[config.mk]
export PLATFORM = sky130hd
export DESIGN_NAME = systolic_mm_ctrl
export DESIGN_NICKNAME = d
export VERILOG_FILES = /design/src/rtl/systolic_mm_ctrl.sv
export SDC_FILE = /design/constraint.sdc
export NUM_CORES = 1
export LEC_CHECK = 0
export BUFFER_PORTS_ARGS = -buffer_cell sky130_fd_sc_hd__clkbuf_2
export CORE_MARGIN = 1
export CORE_UTILIZATION = 30
export DETAILED_ROUTE_END_ITERATION = 10
export GPL_TIMING_DRIVEN = 0
export RECOVER_POWER = 50
export SLEW_MARGIN = 5
export SYNTH_ARGS = -nofsm -noshare
export SYNTH_HDL_FRONTEND = slang
export SYNTH_SLANG_ARGS = --single-unit
[constraint.sdc]
create_clock -name clk -period 3.6 [get_ports clk]
set_clock_uncertainty 0.15 [all_clocks]
set_input_delay 0 -clock clk [delete_from_list [all_inputs] [get_ports clk]]
set_output_delay 0 -clock clk [all_outputs]
set_load 0.02 [all_outputs]
[src/rtl/systolic_mm_ctrl.sv]
// Sequencing controller for an N x N systolic matrix-multiply array: accepts a job,
// then loads, feeds, drains and presents the result over one or more K-tiles.
module systolic_mm_ctrl #(
  parameter int N      = 3,
  parameter int PE_LAT = 1,
  parameter int TW     = 8,
  parameter int SW     = $clog2(2*N-1)
) (
  input  logic          clk,
  input  logic          rst_n,
  input  logic          start_valid,
  output logic          start_ready,
  input  logic [TW-1:0] num_tiles,
  input  logic          tile_valid,
  output logic          tile_ready,
  output logic          load_en,
  output logic          acc_clr,
  output logic          feed_en,
  output logic [SW-1:0] feed_step,
  output logic [TW-1:0] tile_idx,
  output logic          res_valid,
  input  logic          res_ready,
  output logic          busy
);

  localparam int DRAIN_CYC = N - 1 + PE_LAT;
  localparam int DW        = $clog2(DRAIN_CYC + 1);
  localparam logic [SW-1:0] STEP_LAST  = SW'(2*N - 2);
  localparam logic [DW-1:0] DRAIN_LAST = DW'(DRAIN_CYC - 1);

  typedef enum logic [2:0] {
    S_IDLE,
    S_LOAD,
    S_FEED,
    S_DRAIN,
    S_RESULT
  } state_t;

  state_t        state_q, state_d;
  logic [TW-1:0] tiles_total_q, tiles_total_d;
  logic [TW-1:0] tile_idx_q, tile_idx_d;
  logic [SW-1:0] feed_step_q, feed_step_d;
  logic [DW-1:0] drain_cnt_q, drain_cnt_d;
  logic          acc_clr_q, acc_clr_d;

  logic start_hs;
  logic load_hs;
  logic feed_last;
  logic drain_last;
  logic more_tiles;

  assign start_hs   = (state_q == S_IDLE) && start_valid;
  assign load_hs    = (state_q == S_LOAD) && tile_valid;
  assign feed_last  = (feed_step_q == STEP_LAST);
  assign drain_last = (drain_cnt_q == DRAIN_LAST);
  // tiles_total is never 0, so the subtraction cannot wrap.
  assign more_tiles = (tile_idx_q < (tiles_total_q - TW'(1)));

  always_ff @(posedge clk) begin
    if (!rst_n) begin
      state_q <= S_IDLE;
    end else begin
      state_q <= state_d;
    end
  end

  always_comb begin
    state_d = state_q;
    case (state_q)
      S_IDLE:   if (start_valid) state_d = S_LOAD;
      S_LOAD:   if (tile_valid) state_d = S_FEED;
      S_FEED:   if (feed_last) state_d = more_tiles ? S_LOAD : S_DRAIN;
      S_DRAIN:  if (drain_last) state_d = S_RESULT;
      S_RESULT: if (res_ready) state_d = S_IDLE;
      default:  state_d = S_IDLE;
    endcase
  end

  // Job bookkeeping: tile count, tile index, feeder step and drain counter.
  always_comb begin
    tiles_total_d = tiles_total_q;
    tile_idx_d    = tile_idx_q;
    feed_step_d   = feed_step_q;
    drain_cnt_d   = drain_cnt_q;
    acc_clr_d     = 1'b0;

    if (start_hs) begin
      tiles_total_d = (num_tiles == '0) ? TW'(1) : num_tiles;
      tile_idx_d    = '0;
      acc_clr_d     = 1'b1;
    end

    if (load_hs) begin
      feed_step_d = '0;
    end

    if (state_q == S_FEED) begin
      if (!feed_last) begin
        feed_step_d = feed_step_q + SW'(1);
      end else if (more_tiles) begin
        tile_idx_d = tile_idx_q + TW'(1);
      end else begin
        drain_cnt_d = '0;
      end
    end

    if ((state_q == S_DRAIN) && !drain_last) begin
      drain_cnt_d = drain_cnt_q + DW'(1);
    end
  end

  always_ff @(posedge clk) begin
    if (!rst_n) begin
      tiles_total_q <= TW'(1);
      tile_idx_q    <= '0;
      feed_step_q   <= '0;
      drain_cnt_q   <= '0;
      acc_clr_q     <= 1'b0;
    end else begin
      tiles_total_q <= tiles_total_d;
      tile_idx_q    <= tile_idx_d;
      feed_step_q   <= feed_step_d;
      drain_cnt_q   <= drain_cnt_d;
      acc_clr_q     <= acc_clr_d;
    end
  end

  always_comb begin
    start_ready = 1'b0;
    tile_ready  = 1'b0;
    feed_en     = 1'b0;
    res_valid   = 1'b0;
    busy        = 1'b1;
    case (state_q)
      S_IDLE: begin
        start_ready = 1'b1;
        busy        = 1'b0;
      end
      S_LOAD:   tile_ready = 1'b1;
      S_FEED:   feed_en    = 1'b1;
      S_DRAIN:  busy       = 1'b1;
      S_RESULT: res_valid  = 1'b1;
      default: begin
        start_ready = 1'b0;
        busy        = 1'b1;
      end
    endcase
  end

  // acc_clr is a one-cycle registered pulse, so a stalled first LOAD never repeats it.
  assign acc_clr   = acc_clr_q;
  assign load_en   = tile_valid & tile_ready;
  assign feed_step = feed_en ? feed_step_q : '0;
  assign tile_idx  = tile_idx_q;

endmodule

==> flow_metrics.env, run 1 <==
export IMPL_cts_hold_fix_buffers=11
export IMPL_grt_pass1_wl_um=6080
export IMPL_num_vias=1454
export IMPL_synth_ff_type="dfxtp_1"
export IMPL_insertedDiodeCount=0
export IMPL_arrival_ps=2940
export IMPL_grt_pass1_vias=1322
export IMPL_via_per_inst=4.88
export IMPL_crit_path_end="drain_cnt_q[1]$_SDFFE_PN0P_"
export IMPL_gp_congestion=0.772
export IMPL_cts_tree="done"
export IMPL_dp_cells=283
export IMPL_syn_cell_area_um2=1540
export IMPL_rr_startpoint="tiles_total_q[2]$_SDFFE_PN0P_"
export IMPL_worstPathCellList="or4_1 > nor4_1 > xnor2_1 > ha_1 > nand3_1 > a21o_1 > o21ai_0 > nand2_1 > a41o_1"
export IMPL_ys_types=47
export IMPL_met2_usage=0.228
export IMPL_busiest_layer="met2"
export IMPL_drive_gt1_frac=0.130
export IMPL_seqPwrFrac=0.441
export IMPL_path_depth=9
export IMPL_clock_power_share=0.246
export IMPL_rsz0062_at_grt="false"
export IMPL_grt_max_degree=16
export IMPL_r2r_cells=9
export IMPL_cp_slowest_cell="or4_1"
export IMPL_maxCapViolCount=0
export IMPL_hold_path_class="input port to register"
export IMPL_place_area_um2=1770
export IMPL_switching_share=0.346
export IMPL_drt_iter0_markers=70
export IMPL_status="finished clean"
export IMPL_grtUsageTotal=0.145
export IMPL_wirelength_um=3720
export IMPL_clkSinkCount=25
export IMPL_setup_viol=0
export IMPL_min_period_ps=2920
export IMPL_drc=0
export IMPL_synth_top_area_share=0.324
export IMPL_fin_ws_ps=685
export IMPL_path_class="register to register"
export IMPL_syn2layout_area_growth_pct=23.0
export IMPL_dp_slack_ps=752
export IMPL_io_buffer_count=29
export IMPL_p_per_area_nw_per_um2=372
export IMPL_syn_nets=212
export IMPL_leakagePower_nw=0.782
export IMPL_cts_inserted_buffers=3
export IMPL_tns_ps=0
export IMPL_root_buffer="clkbuf_8"
export IMPL_design_area_um2=1900
export IMPL_grt_overflow=0
export IMPL_p_switching_w=0.000244
export IMPL_synth_edf_count=0
export IMPL_dp_hpwl_um=2650
export IMPL_finalHoldViolations=0
export IMPL_clock_latency_ps=270
export IMPL_ios=31
export IMPL_antenna_found_initial=0
export IMPL_crit_start="tiles_total_q[2]$_SDFFE_PN0P_"
export IMPL_die_w_um=73.7
export IMPL_drv_slew=0
export IMPL_cp_slowest_stage_delay_ps=560
export IMPL_max_freq_ghz=0.343
export IMPL_crit_fanout=5
export IMPL_core_area_um2=4850
export IMPL_critPathLaunchType="register"
export IMPL_synth_area_leaders="dfxtp_1 (32%), ha_1 (9.7%), nand2_1 (5.6%)"
export IMPL_critPathCaptureType="register"
export IMPL_cts_max_path_buffers=2
export IMPL_rows=25
export IMPL_finalNonFillerCells=298
export IMPL_ir_drop_mv=0.196
export IMPL_rrSetupSlack_ps=680
export IMPL_synthArstFlopShare=0
export IMPL_synth_area_per_cell_um2=8.26
export IMPL_synth_seq_cells=25
export IMPL_wire_per_inst_um=12.5
export IMPL_cts_htree_levels=1
export IMPL_seq_area_frac_synth=0.324
export IMPL_cts_setup_buffers=0
export IMPL_fp_dieH_um=73.7
export IMPL_min_path_cells=5
export IMPL_p_int_w=0.000462
export IMPL_use_met1=0.202
export IMPL_fin_crit_sh=0.810
export IMPL_combPwrFrac=0.312
export IMPL_crit_required_ps=3620
export IMPL_relSlewSlack=0.400
export IMPL_cp_top_family="simple AND/OR/NAND/NOR gates"
export IMPL_synthCells=187
export IMPL_finalNetCount=257
export IMPL_path_clk_slew_ps=90
export IMPL_dieArea_um2=5440
export IMPL_yosys_warnings=0
export IMPL_tightestPinTransition_ps=898
export IMPL_synth_largest_area_cell="dfxtp_1"
export IMPL_met3_usage=0.0288
export IMPL_dr_pass1_iters=4
export IMPL_cp_num_buf_inv=0
export IMPL_timing_rr_end="drain_cnt_q[1]$_SDFFE_PN0P_"
export IMPL_antenna_left=0
export IMPL_start_util=0.318
export IMPL_cts_resized=0
how the worst min path moves through the flow:
| stage | slack, ps | to | from |
|---|---|---|---|
| 2_1_floorplan | -10 | tiles_total_q[7]$_SDFFE_PN0P_ | num_tiles[7] |
| 3_3_place_gp | 90 | tiles_total_q[6]$_SDFFE_PN0P_ | num_tiles[6] |
| 3_5_place_dp | 90 | tiles_total_q[6]$_SDFFE_PN0P_ | num_tiles[6] |
| 4_1_cts | 60 | tiles_total_q[6]$_SDFFE_PN0P_ | start_valid |
| 5_1_grt | 110 | tiles_total_q[7]$_SDFFE_PN0P_ | start_valid |
| 6_report | 60 | tiles_total_q[7]$_SDFFE_PN0P_ | start_valid |
synthesized netlist by cell type, types with 2 or more instances:
library cell,instances
nor4_1,3
buf_2,2
nor2b_1,4
a21oi_1,14
clkbuf_1,4
nor3_1,2
or4_1,3
a21o_1,2
ha_1,12
and2_1,2
xnor2_1,5
nor2_1,13
a41o_1,2
or3_2,3
a31oi_1,3
and3_1,4
and2_2,3
o21a_1,2
o21ai_0,4
nand2_1,23
mux2i_1,2
dfxtp_1,25
nand3_1,14
inv_1,9
or3_1,2
nand3b_1,4
worst min-delay path: cells and delay by family:
| family | cells | cell delay, ps |
|---|---|---|
| AOI/OAI and AO/OA | 1 | 50 |
| and+or+nand+nor | 3 | 310 |
| buffers and inverters | 1 | 80 |
power groups by stage:
stage | combinational [W] | sequential, W | clock (W)
after floorplan | 0.000163 | 0.000317 | 0
after global placement | 0.000213 | 0.000319 | 0
after detailed placement | 0.000215 | 0.000320 | 0
after CTS | 0.000227 | 0.000313 | 0.000182
after global routing | 0.000245 | 0.000315 | 0.000192
final | 0.000220 | 0.000312 | 0.000174
stage by stage:
stage | power (W) | hold WS [ps] | utilization
after detailed placement | 0.000535 | 94.8 | 0.366
after floorplan | 0.000479 | -14.0 | -
after global placement | 0.000532 | 94.3 | 0.366
after CTS | 0.000722 | 56.8 | 0.398
final | 0.000706 | 63.9 | 0.392
after global routing | 0.000752 | 108 | 0.392
state kept, by name, indices dropped and copies added, names as in the netlist:
signal         flops
tiles_total_q      8
state_q            3
tile_idx           8
drain_cnt_q        2
acc_clr            1
feed_step_q        3
cells in the final DEF (no fill, tap or decap), drive strengths merged, types with 2 or more instances in the layout:
| master | n |
|---|---|
| nor2b | 4 |
| mux2i | 2 |
| nor3 | 3 |
| a21o | 2 |
| nand2 | 23 |
| a21oi | 16 |
| and2 | 5 |
| a31oi | 3 |
| dlygate4sd3 | 11 |
| nor3b | 2 |
| nand3b | 4 |
| dfxtp | 25 |
| a41o | 2 |
| or4 | 3 |
| clkbuf | 38 |
| xnor2 | 5 |
| or3 | 5 |
| nor2 | 13 |
| nor4 | 3 |
| ha | 12 |
| o21a | 2 |
| o211ai | 3 |
| and3 | 5 |
| o21ai | 5 |
| inv | 9 |
| nand3 | 14 |
routing by layer:
| layer | up-vias | wire length, um | share of wire |
|---|---|---|---|
| li1 | 761 | - | - |
| met1 | 653 | 1970 | 0.53 |
| met2 | 38 | 1590 | 0.43 |
| met3 | 2 | 137 | 0.037 |
| met4 | 0 | 27 | 0.0073 |
| met5 | - | 0 | 0 |
final cells by class:
class / instances / area, um^2
clock inverters: 1 / 7.51
flip-flops and latches: 25 / 500
well taps: 67 / 83.8
inverters: 9 / 33.8
clock buffers: 3 / 41.3
plain buffers: 7 / 27.5
fillers: 506 / 2950
multi-input cells: 146 / 970
repair buffers: 40 / 235
cell families after synthesis:
kind of cell             share of synthesized area
buffers and inverters                       0.0405
XOR/XNOR                                    0.0340
multiplexers                                0.0130
AO/OA/AOI/OAI                                0.177
flip-flops                                   0.324
adder cells (fa/ha/maj)                     0.0972
AND/OR/NAND/NOR                              0.314
Power figures use the tool's default switching activity.
==> inputs of run 2 (changes only) <==
Clock period 3.6 ns to 2.9 ns, I/O delays scaled along.
==> run 2 against run 1 <==
  * Total power increased by 31%
  * Die area unchanged
  * Sequential power increased by 25%
  * Critical path depth increased by 1
  * Clock power increased by 25%
  * Cell area increased by 6.1%
  * Maximum frequency increased by 2.6%
  * Critical endpoint is now tile_idx[2]$_SDFF_PN0_
==> flow_metrics.env, run 2 (synthesized netlist as in run 1, its figures left out) <==
export IMPL_max_freq_ghz=0.352
export IMPL_io_buffer_count=29
export IMPL_cts_htree_levels=1
export IMPL_die_w_um=73.7
export IMPL_dr_pass1_iters=4
export IMPL_wirelength_um=4050
export IMPL_crit_fanout=5
export IMPL_leakagePower_nw=0.814
export IMPL_r2r_cells=10
export IMPL_dp_hpwl_um=2650
export IMPL_grt_overflow=0
export IMPL_clock_latency_ps=270
export IMPL_num_vias=1503
export IMPL_critPathCaptureType="register"
export IMPL_arrival_ps=2840
export IMPL_cts_inserted_buffers=3
export IMPL_grt_pass1_wl_um=6080
export IMPL_ir_drop_mv=0.251
export IMPL_path_clk_slew_ps=100
export IMPL_cts_max_path_buffers=2
export IMPL_p_per_area_nw_per_um2=460
export IMPL_root_buffer="clkbuf_8"
export IMPL_drt_iter0_markers=116
export IMPL_fin_crit_sh=0.979
export IMPL_timing_rr_end="tile_idx[2]$_SDFF_PN0_"
export IMPL_finalNetCount=263
export IMPL_fin_ws_ps=59.5
export IMPL_setup_viol=0
export IMPL_maxCapViolCount=0
export IMPL_rsz0062_at_grt="true"
export IMPL_tns_ps=0
export IMPL_antenna_left=0
export IMPL_worstHoldStart="start_valid"
export IMPL_drc=0
export IMPL_whs_endpoint="tiles_total_q[2]$_SDFFE_PN0P_"
export IMPL_finalHoldViolations=0
export IMPL_fp_dieH_um=73.7
export IMPL_core_area_um2=4850
export IMPL_rrSetupSlack_ps=60
export IMPL_dp_slack_ps=52.3
export IMPL_drive_gt1_frac=0.186
export IMPL_num_fill_cells=499
export IMPL_tightestPinTransition_ps=895
export IMPL_finalNonFillerCells=304
export IMPL_ios=31
export IMPL_insertedDiodeCount=0
export IMPL_critPathLaunchType="register"
export IMPL_dieArea_um2=5440
export IMPL_drv_slew=0
export IMPL_min_path_cells=5
export IMPL_cts_tree="done"
export IMPL_layout_common_cells="dfxtp_1 (24), nand2_1 (23), clkbuf_1 (21), a21oi_1 (14)"
export IMPL_grt_pass1_vias=1322
export IMPL_wire_per_inst_um=13.3
export IMPL_crit_start="tiles_total_q[2]$_SDFFE_PN0P_"
export IMPL_clkSinkCount=25
export IMPL_status="finished clean"
export IMPL_dp_cells=283
export IMPL_hold_path_class="input port to register"
export IMPL_crit_required_ps=2900
export IMPL_grtUsageTotal=0.145
export IMPL_grt_max_degree=16
export IMPL_start_util=0.318
export IMPL_min_period_ps=2840
export IMPL_syn2layout_area_growth_pct=30.5
export IMPL_via_per_inst=4.94
export IMPL_path_class="register to register"
export IMPL_relSlewSlack=0.402
export IMPL_antenna_found_initial=0
export IMPL_final_common_cell="dfxtp_1"
export IMPL_rr_startpoint="tiles_total_q[2]$_SDFFE_PN0P_"
export IMPL_rows=25
export IMPL_hold_ws_ps=72.4
export IMPL_gp_congestion=0.772
## run 2: worst max-delay path, stage by stage, from the launching register on
cell,delay (ps)
dfxtp_4,360
or4_4,560
nor4_4,260
xnor2_1,120
ha_1,370
nand3_2,90
a21o_4,230
o211a_4,270
buf_4,160
nand3b_1,80
a31oi_1,70
## run 2: how the worst max path moves through the flow
stage	end	slack (ps)	cells past startpoint
after floorplan	tile_idx[7]$_SDFF_PN0_	270	9
after global placement	drain_cnt_q[1]$_SDFFE_PN0P_	70	9
after detailed placement	drain_cnt_q[0]$_SDFFE_PN0P_	50	9
after CTS	drain_cnt_q[1]$_SDFFE_PN0P_	10	9
after global routing	tile_idx[2]$_SDFF_PN0_	-40	10
final	tile_idx[2]$_SDFF_PN0_	60	10
## run 2: layer usage
metal / up-vias / share of wire / global-route usage
met2: 45 / 0.45 / 0.228
met4: 0 / 0.0067 / 0.0321
met3: 2 / 0.043 / 0.0288
li1: 778 / - / -
met1: 678 / 0.49 / 0.202
met5: - / 0 / 0
## run 2: where the power goes
group	internal (W)	switching [W]
sequential	0.000365	0.0000257
clock	0.0000976	0.000120
combinational	0.000131	0.000188
total	0.000594	0.000334
## run 2: area by class of cell
type | instances | area [um^2] | area share
Buffer | 7 | 33.8 | 0.0168
Clock buffer | 3 | 41.3 | 0.0205
Clock inverter | 1 | 7.51 | 0.00373
Inverter | 9 | 33.8 | 0.0168
Multi-Input combinational cell | 147 | 1040 | 0.515
Sequential cell | 25 | 504 | 0.250
Tap cell | 67 | 83.8 | 0.0416
Timing Repair Buffer | 45 | 273 | 0.135
## run 2: what timing repair did
item / CTS / global route
buffers inserted: 0 / 4
resized for setup: 0 / 18
hold endpoints to repair: 11 / 0
hold buffers: 11 / 0
setup endpoints to repair: 0 / 11
## run 2: metrics by stage
step	util	total power (W)	cell area, um^2
after floorplan	-	0.000595	1540
after global placement	0.366	0.000661	1770
after detailed placement	0.366	0.000664	1770
after CTS	0.398	0.000896	1930
after global routing	0.415	0.000981	2010
final	0.415	0.000928	2010
==> inputs of run 3 (changes only) <==
Settings changed: CORE_ASPECT_RATIO set to 1.2.
Clock period 2.9 ns to 2.64 ns, I/O delays scaled along.
==> run 3 against run 2 <==
  * The flow now finishes with violations (setup timing)
  * Via count grew 0.80%
  * Hold slack lost 8.7 ps
  * First-iteration DRC count shrank 37%
  * Utilization shrank 0.82 points
  * Cell count shrank 2.0%
  * Non-clock buffer count grew 2
==> flow_metrics.env, run 3 (synthesized netlist as in run 1, its figures left out) <==
export IMPL_drv_slew=0
export IMPL_path_clk_slew_ps=100
export IMPL_layout_common_cells="nand2_1 (23), dfxtp_1 (21), clkbuf_1 (18), clkbuf_2 (16), nor2_1 (13)"
export IMPL_insertedDiodeCount=0
export IMPL_rr_startpoint="tiles_total_q[2]$_SDFFE_PN0P_"
export IMPL_rsz0062_at_grt="true"
export IMPL_wire_per_inst_um=13.2
export IMPL_maxCapViolCount=0
export IMPL_io_buffer_count=29
export IMPL_min_period_ps=2680
export IMPL_cts_htree_levels=1
export IMPL_antenna_found_initial=0
export IMPL_fin_ws_ps=-44.0
export IMPL_syn2layout_area_growth_pct=30.3
export IMPL_violations="setup timing"
export IMPL_drive_gt1_frac=0.218
export IMPL_critPathLaunchType="register"
export IMPL_wirelength_um=3930
export IMPL_start_util=0.313
export IMPL_fin_crit_sh=1.02
export IMPL_path_class="register to register"
export IMPL_hold_path_class="input port to register"
export IMPL_finalNonFillerCells=298
export IMPL_whs_endpoint="tiles_total_q[2]$_SDFFE_PN0P_"
export IMPL_min_path_cells=5
export IMPL_relSlewSlack=0.324
export IMPL_ir_drop_mv=0.283
export IMPL_cts_max_path_buffers=2
export IMPL_critPathCaptureType="register"
export IMPL_r2r_cells=10
export IMPL_via_per_inst=5.08
export IMPL_crit_required_ps=2690
export IMPL_root_buffer="clkbuf_8"
export IMPL_dp_hpwl_um=2700
export IMPL_tightestPinTransition_ps=1010
export IMPL_max_freq_ghz=0.373
export IMPL_clkSinkCount=25
export IMPL_status="finished with violations"
export IMPL_grt_pass1_vias=1362
export IMPL_num_vias=1515
export IMPL_grt_max_degree=16
export IMPL_worstHoldStart="start_valid"
export IMPL_ios=31
export IMPL_rrSetupSlack_ps=-40
export IMPL_setup_viol=6
export IMPL_num_fill_cells=513
export IMPL_rows=28
export IMPL_finalNetCount=264
export IMPL_grt_overflow=0
export IMPL_leakagePower_nw=0.832
export IMPL_dr_pass1_iters=5
export IMPL_core_area_um2=4940
export IMPL_crit_start="tiles_total_q[2]$_SDFFE_PN0P_"
export IMPL_drt_iter0_markers=73
export IMPL_dieArea_um2=5440
export IMPL_power_total_w=0.000997
export IMPL_cts_tree="done"
export IMPL_gp_congestion=0.806
export IMPL_finalHoldViolations=0
export IMPL_antenna_left=0
export IMPL_timing_rr_end="tile_idx[2]$_SDFF_PN0_"
export IMPL_grt_pass1_wl_um=6220
export IMPL_cts_inserted_buffers=3
export IMPL_dp_cells=276
export IMPL_crit_fanout=5
export IMPL_clock_latency_ps=280
export IMPL_arrival_ps=2730
export IMPL_fp_dieH_um=80.6
export IMPL_p_per_area_nw_per_um2=496
export IMPL_die_w_um=67.5
export IMPL_final_common_cell="nand2_1"
export IMPL_drc=0
export IMPL_grtUsageTotal=0.152
-- run 3: repair_timing --
| action | in CTS | in global routing |
|---|---|---|
| setup buffers | 4 | 2 |
| cloned | 1 | 0 |
| setup endpoints to repair | 11 | 11 |
| gates resized for setup | 17 | 6 |
| hold endpoints to repair | 11 | 0 |
| hold buffers | 11 | 0 |
| pin swaps | 12 | 6 |
-- run 3: metrics by stage --
step	setup slack, ps	utilization	hold WS, ps	TNS [ps]	area, um^2
after CTS	-150	0.406	49.5	-1110	2010
after global placement	-211	0.357	95.4	-1690	1760
final	-44.0	0.407	63.7	-128	2010
after floorplan	5.39	-	-14.0	0	1540
after detailed placement	-226	0.357	99.1	-1960	1760
after global routing	-173	0.407	103	-1480	2010
-- run 3: final cells by class --
type / instances / area, um^2 / share of cell area
Buffer: 7 / 33.8 / 0.0168
Clock buffer: 3 / 41.3 / 0.0205
Clock inverter: 1 / 7.51 / 0.00373
Inverter: 9 / 33.8 / 0.0168
Multi-Input combinational cell: 146 / 1010 / 0.504
Sequential cell: 25 / 508 / 0.252
Tap cell: 60 / 75.1 / 0.0373
Timing Repair Buffer: 47 / 299 / 0.149
-- run 3: worst max-delay path, cell delays in order (launching register included) --
cell	delay (ps)
dfxtp_4	360
or4_4	530
nor4_4	180
xnor2_1	160
ha_1	270
buf_4	150
a21oi_4	160
o211a_1	240
buf_6	140
nand3b_1	70
a31oi_1	190
-- run 3: worst max-delay path by stage --
stage | endpoint | slack [ps] | depth (start not counted)
5_1_grt | tile_idx[5]$_SDFF_PN0_ | -170 | 10
3_3_place_gp | drain_cnt_q[0]$_SDFFE_PN0P_ | -210 | 9
2_1_floorplan | tile_idx[7]$_SDFF_PN0_ | 5 | 9
6_report | tile_idx[2]$_SDFF_PN0_ | -40 | 10
4_1_cts | tile_idx[0]$_SDFF_PN0_ | -150 | 10
3_5_place_dp | drain_cnt_q[1]$_SDFFE_PN0P_ | -230 | 9
-- run 3: power by group --
part / internal [W] / switching (W) / total (W)
clock: 0.000107 / 0.000137 / 0.000244
sequential: 0.000402 / 0.0000264 / 0.000428
combinational: 0.000138 / 0.000187 / 0.000325
-- run 3: per-layer routing --
| metal | vias up | part of all wire | track usage | wire, um |
|---|---|---|---|---|
| met2 | 28 | 0.51 | 0.255 | 2000 |
| met3 | 6 | 0.034 | 0.0241 | 132 |
| li1 | 774 | - | - | - |
| met5 | - | 0 | 0 | 0 |
| met4 | 0 | 0.019 | 0.0787 | 74 |
| met1 | 707 | 0.44 | 0.181 | 1720 |
